--- config.mk ---
export PLATFORM = sky130hd
export DESIGN_NAME = fir_channel_scheduler
export DESIGN_NICKNAME = d
export VERILOG_FILES = /design/src/rtl/fir_sched_pkg.sv /design/src/rtl/fir_rr_arbiter.sv /design/src/rtl/fir_channel_scheduler.sv
export SDC_FILE = /design/constraint.sdc
export NUM_CORES = 1
export LEC_CHECK = 0
export BUFFER_PORTS_ARGS = -buffer_cell sky130_fd_sc_hd__buf_2
export CAP_MARGIN = 20
export CORE_ASPECT_RATIO = 1.2
export CORE_MARGIN = 2
export CORE_UTILIZATION = 40
export DETAILED_ROUTE_END_ITERATION = 10
export GPL_ROUTABILITY_DRIVEN = 0
export GPL_TIMING_DRIVEN = 0
export PLACE_DENSITY = 0.74
export SKIP_CTS_REPAIR_TIMING = 1
export SLEW_MARGIN = 0
export SYNTH_ARGS = -nofsm -noshare
export SYNTH_HDL_FRONTEND = slang
export SYNTH_HIERARCHICAL = 1
export SYNTH_SLANG_ARGS = --single-unit
--- constraint.sdc ---
create_clock -name clk -period 2.8 [get_ports clk]
set_input_delay 0.14 -clock clk [delete_from_list [all_inputs] [get_ports clk]]
set_output_delay 0.14 -clock clk [all_outputs]
set_load 0.005 [all_outputs]
--- src/rtl/fir_sched_pkg.sv ---
// Shared types and helpers for the FIR channel scheduler.
// State encoding, channel-index width helper and one-hot decode.
package fir_sched_pkg;

  // Widest channel count the scheduler supports.
  localparam int MAX_CH = 16;

  typedef enum logic [1:0] {
    IDLE    = 2'd0,
    ISSUE   = 2'd1,
    WAIT    = 2'd2,
    DELIVER = 2'd3
  } state_t;

  // Width of a channel index; never below one bit.
  function automatic int ch_w(input int n);
    return (n <= 1) ? 1 : $clog2(n);
  endfunction

  // One-hot decode of a channel index into the widest supported vector.
  function automatic logic [MAX_CH-1:0] onehot(input logic [3:0] idx);
    logic [MAX_CH-1:0] v;
    v      = '0;
    v[idx] = 1'b1;
    return v;
  endfunction

endpackage

--- src/rtl/fir_rr_arbiter.sv ---
// Round-robin arbiter: rotating priority encoder that searches the
// request vector starting one past the last-served channel.
module fir_rr_arbiter
  import fir_sched_pkg::*;
#(
  parameter  int N_CH = 4,
  localparam int CH_W = ch_w(N_CH)
) (
  input  logic [N_CH-1:0] i_req,
  input  logic [CH_W-1:0] i_rr_ptr,
  output logic [CH_W-1:0] o_grant,
  output logic            o_any_req
);

  logic [CH_W:0]   w_sum;
  logic [CH_W-1:0] w_idx;

  // First asserted request at rr_ptr+1, rr_ptr+2, ... modulo N_CH.
  always_comb begin
    // NOTE: every output gets a default before the search loop so no
    // path through the block leaves a value held, which would infer a latch.
    o_grant   = '0;
    o_any_req = 1'b0;
    w_sum     = '0;
    w_idx     = '0;
    for (int k = 1; k <= N_CH; k++) begin
      w_sum = {1'b0, i_rr_ptr} + (CH_W+1)'(k);
      if (w_sum >= (CH_W+1)'(N_CH)) begin
        w_sum = w_sum - (CH_W+1)'(N_CH);
      end
      w_idx = w_sum[CH_W-1:0];
      if (!o_any_req && i_req[w_idx]) begin
        o_any_req = 1'b1;
        o_grant   = w_idx;
      end
    end
  end

endmodule

--- src/rtl/fir_channel_scheduler.sv ---
// Time-multiplexes one FIR engine among N_CH sample channels.
// Accepts one sample per transaction via round-robin arbitration,
// issues it with its channel index, waits for the engine result and
// returns it to the owning channel.
// Optional build macro FIR_SCHED_WATCHDOG_EN adds a WAIT-state timeout
// (TIMEOUT parameter) with sticky err and err_ch outputs.
module fir_channel_scheduler
  import fir_sched_pkg::*;
#(
  parameter  int N_CH    = 4,
  parameter  int WIDTH   = 16,
`ifdef FIR_SCHED_WATCHDOG_EN
  parameter  int TIMEOUT = 256,
`endif
  localparam int CH_W    = ch_w(N_CH)
) (
  input  logic                  clk,
  input  logic                  rst,
  input  logic [N_CH-1:0]       req_valid,
  input  logic [N_CH*WIDTH-1:0] req_data,
  output logic [N_CH-1:0]       req_ready,
  output logic [WIDTH-1:0]      eng_in,
  output logic                  eng_valid,
  output logic [CH_W-1:0]       eng_ch,
  input  logic [WIDTH-1:0]      eng_out,
  input  logic                  eng_out_valid,
  output logic [WIDTH-1:0]      res_data,
  output logic [N_CH-1:0]       res_valid,
  output logic                  busy
`ifdef FIR_SCHED_WATCHDOG_EN
  ,
  output logic                  err,
  output logic [CH_W-1:0]       err_ch
`endif
);

  state_t           r_state;
  state_t           w_state_nxt;
  logic [CH_W-1:0]  r_rr_ptr;
  logic [CH_W-1:0]  r_grant;
  logic [WIDTH-1:0] r_sample;
  logic [WIDTH-1:0] r_res_data;

  logic [CH_W-1:0]  w_arb_grant;
  logic             w_any_req;
  logic [N_CH-1:0]  w_arb_oh;
  logic [N_CH-1:0]  w_grant_oh;
  logic             w_accept;
  logic             w_capture;
  logic             w_timeout;
  logic [WIDTH-1:0] w_req_arr [N_CH];

  // Unpack the flat sample bus into one word per channel.
  for (genvar g = 0; g < N_CH; g++) begin : g_unpack
    assign w_req_arr[g] = req_data[g*WIDTH +: WIDTH];
  end

  fir_rr_arbiter #(
    .N_CH (N_CH)
  ) u_arb (
    .i_req     (req_valid),
    .i_rr_ptr  (r_rr_ptr),
    .o_grant   (w_arb_grant),
    .o_any_req (w_any_req)
  );

  assign w_arb_oh   = N_CH'(onehot(4'(w_arb_grant)));
  assign w_grant_oh = N_CH'(onehot(4'(r_grant)));

`ifdef FIR_SCHED_WATCHDOG_EN
  localparam int WD_W = $clog2(TIMEOUT + 1);

  logic [WD_W-1:0] r_wd_cnt;
  logic            r_err;
  logic [CH_W-1:0] r_err_ch;

  // Watchdog: clear entering WAIT, count WAIT cycles, flag timeouts.
  always_ff @(posedge clk) begin
    if (!rst) begin
      r_wd_cnt <= '0;
      r_err    <= 1'b0;
      r_err_ch <= '0;
    end else begin
      if (r_state == ISSUE) begin
        r_wd_cnt <= '0;
      end else if (r_state == WAIT) begin
        r_wd_cnt <= r_wd_cnt + 1'b1;
      end
      if (w_timeout) begin
        r_err    <= 1'b1;
        r_err_ch <= r_grant;
      end
    end
  end

  assign w_timeout = (r_state == WAIT) && !eng_out_valid &&
                     (r_wd_cnt == WD_W'(TIMEOUT - 1));
  assign err       = r_err;
  assign err_ch    = r_err_ch;
`else
  assign w_timeout = 1'b0;
`endif

  // State register.
  always_ff @(posedge clk) begin
    // NOTE: sequential state uses non-blocking assignments so every
    // register samples pre-edge values regardless of statement order.
    if (!rst) begin
      r_state <= IDLE;
    end else begin
      r_state <= w_state_nxt;
    end
  end

  // Next-state logic and transaction strobes.
  always_comb begin
    w_state_nxt = r_state;
    w_accept    = 1'b0;
    w_capture   = 1'b0;
    case (r_state)
      IDLE: begin
        if (w_any_req) begin
          w_accept    = 1'b1;
          w_state_nxt = ISSUE;
        end
      end
      ISSUE: begin
        w_state_nxt = WAIT;
      end
      WAIT: begin
        if (eng_out_valid) begin
          w_capture   = 1'b1;
          w_state_nxt = DELIVER;
        end else if (w_timeout) begin
          w_state_nxt = DELIVER;
        end
      end
      DELIVER: begin
        w_state_nxt = IDLE;
      end
      default: begin
        w_state_nxt = IDLE;
      end
    endcase
  end

  // Grant/sample latch, result capture and round-robin pointer update.
  always_ff @(posedge clk) begin
    if (!rst) begin
      r_rr_ptr   <= CH_W'(N_CH - 1);
      r_grant    <= '0;
      r_sample   <= '0;
      r_res_data <= '0;
    end else begin
      if (w_accept) begin
        r_grant  <= w_arb_grant;
        r_sample <= w_req_arr[w_arb_grant];
      end
      if (w_capture) begin
        r_res_data <= eng_out;
      end else if (w_timeout) begin
        r_res_data <= '0;
      end
      if (r_state == DELIVER) begin
        r_rr_ptr <= r_grant;
      end
    end
  end

  assign req_ready = (r_state == IDLE && w_any_req) ? w_arb_oh : '0;
  assign eng_valid = (r_state == ISSUE);
  assign eng_in    = r_sample;
  assign eng_ch    = r_grant;
  assign res_valid = (r_state == DELIVER) ? w_grant_oh : '0;
  assign res_data  = r_res_data;
  assign busy      = (r_state != IDLE);

endmodule

-- Word level (Yosys, flattened, before mapping)
Cells that the tools add are included.
W data, S select, Z words.
- $add $sub $neg: 8
- reduce and logical (&&, ||, !) cells: 12
- mux-type cells: 36
- equality and inequality tests: 5
- order comparisons: 13
- bitwise operators: 1
- operators with widths (operator ; count):
    $bmux W16 S2 ; 1
    $mux W16 ; 2
    $mux W2 ; 10
    $ge A3 B3 Y1 const B ; 5
    $mux W1 ; 14
    $lt A2 B3 Y1 const B ; 4
    $lt A2 B5 Y1 const B ; 2
    $bmux W1 S2 ; 4
    $mux W4 ; 2
    $pmux W2 S4 ; 1
    $sub A2 B1 Y2 const B ; 4
    $add A2 B2 Y3 const B ; 2
    $logic_and A1 B1 Y1 ; 6
    $demux W1 S2 ; 2
    $eq A2 B2 Y1 const B ; 2
    $ge A2 B1 Y1 const B ; 2
    $ne A2 B2 Y1 const B ; 2
    $add A2 B1 Y3 const B ; 1
    $add A2 B3 Y3 const B ; 1
    $logic_not A1 Y1 ; 3
    $not A2 Y3 ; 1
    $eq A2 B1 Y1 const B ; 1
    $logic_not A2 Y1 ; 1
    $reduce_and A2 Y1 ; 1
    $reduce_bool A2 Y1 ; 1
- output and inout bits: 44
- word-level logic and storage cells: 80
- register bits after elaboration: 38
- input bits: 87

-- Longest topological paths before layout
- depth after elaboration: 20
- gate-level depth with buffers: 7
- gate-level depth less buffers: 5

-- Modules after synthesis
Netlist, hierarchy kept.
- modules (own cells, without submodules) (module ; area each (um^2) ; times used ; cells an instance ; sequential area each (um^2)):
    fir_channel_scheduler ; 1896.8 ; 1 ; 206 ; 760.7
    fir_rr_arbiter ; 91.3 ; 1 ; 14 ; 0.0

-- Least setup slack after synthesis
No wires, ideal clock.
- kind: flip-flop to flip-flop
- start: reg r_rr_ptr[1]
- end: reg r_sample[10] (netlist: eng_in[10])
- buffers on the path: 2
- required time: 2.671 ns
- setup time: 0.129 ns
- data arrival time: 1.547 ns
- slack: 1.125 ns
- cell stages (with the launch flop): 8
- period minus slack after synthesis: 1.675 ns
- cell sequence: dfxtp_1 nand2b_1 a21oi_2 o221ai_2 buf_2 buf_2 mux2i_1 o221ai_2
- longest elaborated chain between the ends: 19
- elaborated cells between the ends (all ways): 44
- those cells by class: add/sub: 8; order compare: 4; mux: 25; bitwise: 1; reduce/logical: 6
- RTL lines (what ; line ; source):
    from (decl) ; fir_channel_scheduler.sv:39 ; logic [CH_W-1:0] r_rr_ptr;
    from (signal assigned) ; fir_channel_scheduler.sv:150 ; r_rr_ptr <= CH_W'(N_CH - 1);
    from (signal assigned) ; fir_channel_scheduler.sv:165 ; r_rr_ptr <= r_grant;
    $add A2 B1 Y3 ; fir_rr_arbiter.sv:27 ; w_sum = {1'b0, i_rr_ptr} + (CH_W+1)'(k);
    $ge A3 B3 Y1 or $sub A2 B1 Y2 (tied branches) ; fir_rr_arbiter.sv:28, fir_rr_arbiter.sv:29 ;
    $mux W2 ; fir_rr_arbiter.sv:28 ; if (w_sum >= (CH_W+1)'(N_CH)) begin
    $bmux W1 S2 ; fir_rr_arbiter.sv:32 ; if (!o_any_req && i_req[w_idx]) begin
    $mux W1 (implied by the code) ; fir_rr_arbiter.sv:32 ;
    $mux W1 ; fir_rr_arbiter.sv:32 ;
    $logic_not A1 Y1 ; fir_rr_arbiter.sv:32 ;
    $logic_and A1 B1 Y1 ; fir_rr_arbiter.sv:32 ;
    [... 3 more ...] ; -- ;
    $mux W1 ; fir_rr_arbiter.sv:32 ;
    $logic_not A1 Y1 ; fir_rr_arbiter.sv:32 ;
    $logic_and A1 B1 Y1 ; fir_rr_arbiter.sv:32 ;
    $mux W2 (*) ; fir_rr_arbiter.sv:32 ;
    via w_arb_grant[0] ; fir_channel_scheduler.sv:44 ; logic [CH_W-1:0] w_arb_grant;
    $not A2 Y3 (implied by the code) (*) ; fir_channel_scheduler.sv:157 ; r_sample <= w_req_arr[w_arb_grant];
    $bmux W16 S2 (*) ; fir_channel_scheduler.sv:157 ;
    $mux W16 (implied by the code) (*) (2 in a row) ; fir_channel_scheduler.sv:157 ;
    to (signal assigned) ; fir_channel_scheduler.sv:157 ;
    to (decl) ; fir_channel_scheduler.sv:41 ; logic [WIDTH-1:0] r_sample;
The timed path passes the listed nets; every way through them passes the cells marked *. The select of a mux whose other input is x is not followed.
A chain may end at the register's enable or synchronous reset.

-- Worst setup path after layout
- start: reg r_rr_ptr[1]
- end: out req_ready[1]
- longest elaborated chain between the ends: 20
- elaborated cells between the ends (all ways): 45
- those cells by class: add/sub: 8; order compare: 6; mux: 23; reduce/logical: 8
- RTL lines (what ; line ; source):
    $add A2 B1 Y3 ; fir_rr_arbiter.sv:27 ;
    $ge A3 B3 Y1 or $sub A2 B1 Y2 (tied branches) ; fir_rr_arbiter.sv:28, fir_rr_arbiter.sv:29 ;
    $mux W2 ; fir_rr_arbiter.sv:28 ;
    $bmux W1 S2 ; fir_rr_arbiter.sv:32 ;
    $mux W1 (implied by the code) ; fir_rr_arbiter.sv:32 ;
    $mux W1 ; fir_rr_arbiter.sv:32 ;
    $logic_not A1 Y1 ; fir_rr_arbiter.sv:32 ;
    $logic_and A1 B1 Y1 ; fir_rr_arbiter.sv:32 ;
    [... 5 more ...] ; -- ;
    $logic_and A1 B1 Y1 ; fir_rr_arbiter.sv:32 ;
    $mux W2 (*) ; fir_rr_arbiter.sv:32 ;
    via w_arb_grant[0] ; fir_channel_scheduler.sv:44 ;
    $lt A2 B5 Y1 (implied by the code) or $ge A2 B1 Y1 (tied branches) ; fir_sched_pkg.sv:24 ; v[idx] = 1'b1;
    $logic_and A1 B1 Y1 (implied by the code) ; fir_sched_pkg.sv:24 ;
    $mux W1 (implied by the code) ; fir_sched_pkg.sv:24 ;
    $demux W1 S2 (*) ; fir_sched_pkg.sv:24 ;
    $mux W4 (*) ; fir_channel_scheduler.sv:170 ; assign req_ready = (r_state == IDLE && w_any_req) ? w_arb_oh : '0;
    to (decl) ; fir_channel_scheduler.sv:21 ; output logic [N_CH-1:0] req_ready,
Marked as above.

==> results by group <==
Timing
  – Setup Viol. Count Final: 0
  – Actual slew at the worst max-slew pin: 478 ps
  – Slew Limit Fails: 0
  – Crit path time final: between 2000 and 2500 ps
  – Final setup margin: 632 ps
  – Clk_skew: 10.5 ps
  – Fin crit share: between 70% and 80%
  – Max Fclk: 461 MHz
  – Final hold slack: 74.1 ps
  – Worst relative slew slack: 68.1%
  – RSZ-0062 raised after global routing: false
  – Sum of negative setup slack: 0 ps
  – Hold Fails Final Rpt: 0

Placement
  – Cell Area, Placed: 2710 sq um
  – Hpwl dp: 4.37 mm
  – DP Worst Slack: roughly 830 ps
  – IO buf count: 130

Finish
  – Nets@finish: 448
  – FF+latch area: 761 sq um
  – Core Util, Final: 58.6%
  – Ant. Diodes: 0
  – Multi-input logic area: 1130 sq um
  – Number of fill cells: 485
  – Synthesis-to-layout area growth: 43.4%
  – Final Cell Area: 2850 sq um
  – Fraction of layout cells with a size suffix above 1: 45.0%

Global route
  – Largest net degree at the start of global routing: 14
  – Vias in the first global route: 1911
  – Initial antenna violation count: 0
  – Tot GR Track Use: 19.7%
  – Grt total ovfl: 0
  – First-pass GRT wire length: 8.20 mm

Worst setup path
  – Crit. End Element: primary output
  – CP Data Required Time: 2660 ps
  – CP max-delay cell: dfxtp_1
  – R2R depth: 7
  – Most used cell, CP: buf_2
  – CP Data Arrival Time: between 2000 and 2500 ps
  – Worst-path fanout max: 10
  – CP Launch Type: register
  – Critical Path Max Stage Delay: 430 ps
  – Worst path cell trace: nand2b_1 > a21oi_2 > o221ai_2 > buf_2 > buf_2 > nor3b_1 > buf_2
  – Setup CP Type: reg -> out

Synthesis
  – Register area share after synthesis: between 30% and 40%
  – Number of synthesized flops with an enable pin: 0
  – Synth cell count leaders: nand2_1, dfxtp_1, mux2i_1, a21oi_1, nand3_1
  – Avg Inst Size Synth: 9.04 sq um
  – Cells after Synth: 220
  – Mapped Area: 1990 sq um
  – Most frequent cell after synthesis: nand2_1
  – Yosys warns: 6
  – Largest cells by area after synthesis: dfxtp_1, mux2i_1, o221ai_2
  – Mapped Nets: 311
  – Post-synth top flop: dfxtp_1
  – Async SR Flop Fraction: 0%
  – Yosys reg bits: 38
  – Area leader, netlist: dfxtp_1
  – Post-synthesis cell type count: 31
  – Post-synth top area share: between 30% and 40%

Min path
  – Hold WC Path Type: in -> reg
  – Hold depth: 3

Floorplan
  – Initial Util: 40.8%
  – Site row count: 28
  – Chip Height: 81.2 um
  – Core Region: 4870 sq um
  – Full die area: 5550 sq um
  – I/O Pins: 131
  – Die Width: between 60 and 70 um

Power
  – PwrDens: ~750 nW/um^2
  – Static Leakage: 1.41 nW
  – VDD IR-drop max: about 0.37 mV

CTS
  – Clk slew on worst S/H paths: roughly 80 ps
  – Clk root buf: clkbuf_8
  – Clock latency on the worst-skew pair: 290 ps
  – Clock sink count: 38
  – Clock Path Buffers: 2
  – CTS HTree Levels: 2
  – CTS Buf Count: 5
  – CTS tree: built

Routing
  – Post-route antenna net violation count: 0
  – Vias per cell: 5.04
  – DR iter-0 viols: 48
  – Vias: about 2100
  – WL/cell: 13.2 um
  – Total wire length: roughly 5.5 mm
  – TritonRoute pass-1 iters: 4
  – # DRC: 0

Run
  – Max Cap Violations: 0

Run status
  – Status: complete, no violations
-- worst max-delay path: cells and delay by family, from the launching register on --
kind                   cells  cell delay (ps)
AO/OA/AOI/OAI              2              200
flip-flops                 1              430
AND/OR/NAND/NOR            2              350
buffers and inverters      3              770
-- metal layers --
metal / wire length [um] / global-route usage, % / vias to the layer above
li1: - / - / 1058
met1: 2070 / 20.1 / 944
met2: 2820 / 37.0 / 99
met3: 539 / 6.65 / 7
met4: 68 / 5.60 / 0
met5: 0 / 0 / -
-- power by group --
part           switching, mW  internal, mW  total, mW
clock network          0.198         0.357      0.555
registers             0.0829         0.680      0.763
logic                  0.437         0.387      0.824
total                  0.718          1.42       2.14
-- placed cells by master, fill, tap and decap left out, drive strengths merged, types with 2 or more instances in the layout --
| cell type | synthesis | final |
|---|---|---|
| and3 | 2 | 2 |
| clkbuf | 6 | 11 |
| nand2b | 4 | 4 |
| buf | 10 | 140 |
| nand3 | 18 | 18 |
| inv | 5 | 5 |
| ha | 4 | 4 |
| mux2i | 34 | 34 |
| o21ai | 2 | 2 |
| dfxtp | 38 | 38 |
| nor2 | 4 | 4 |
| and2 | 2 | 2 |
| a21oi | 22 | 22 |
| nor3b | 2 | 2 |
| bufinv | 0 | 2 |
| o221ai | 17 | 17 |
| nand2 | 41 | 41 |
| nor2b | 2 | 2 |
-- sequential cells by signal, summed over array words and instances (netlist names) --
name / count
eng_in: 16
res_data: 16
eng_ch: 2
r_rr_ptr: 2
r_state: 2
-- cell families after synthesis --
| family | Yosys count | share of synthesized area (%) |
|---|---|---|
| AOI/OAI and AO/OA | 43 | 18.0 |
| adders and majority gates | 4 | 2.52 |
| buffers and inverters | 21 | 5.10 |
| DFF | 38 | 38.3 |
| muxes | 34 | 17.1 |
| and+or+nand+nor | 80 | 19.0 |
-- path summary, 6_finish.rpt --
check,start,endpoint,slack (ps)
setup / recovery,r_rr_ptr[1]$_SDFFE_PN1P_,req_ready[1],630
hold / removal,eng_out[15],res_data[15]$_SDFFE_PN0P_,70
setup reg to reg,r_rr_ptr[1]$_SDFFE_PN1P_,eng_in[14]$_SDFFE_PN0P_,850
hold reg to reg,res_data[15]$_SDFFE_PN0P_,res_data[15]$_SDFFE_PN0P_,450
-- layout make-up --
type | count | share of cell area [%]
multi-input cells | 161 | 39.5
flip-flops and latches | 38 | 26.7
repair buffers | 130 | 22.8
plain buffers | 16 | 2.90
well taps | 60 | 2.63
clock buffers | 5 | 2.41
clock inverters | 3 | 2.41
inverters | 5 | 0.658
-- metrics by stage --
stage / instances / total power [mW]
after detailed placement: 410 / 1.61
after CTS: 418 / 2.17
after global placement: 410 / 1.59
after global routing: 418 / 2.29
final: 418 / 2.14
after floorplan: 220 / 1.27
No activity file was read; power rests on OpenSTA's default activity.
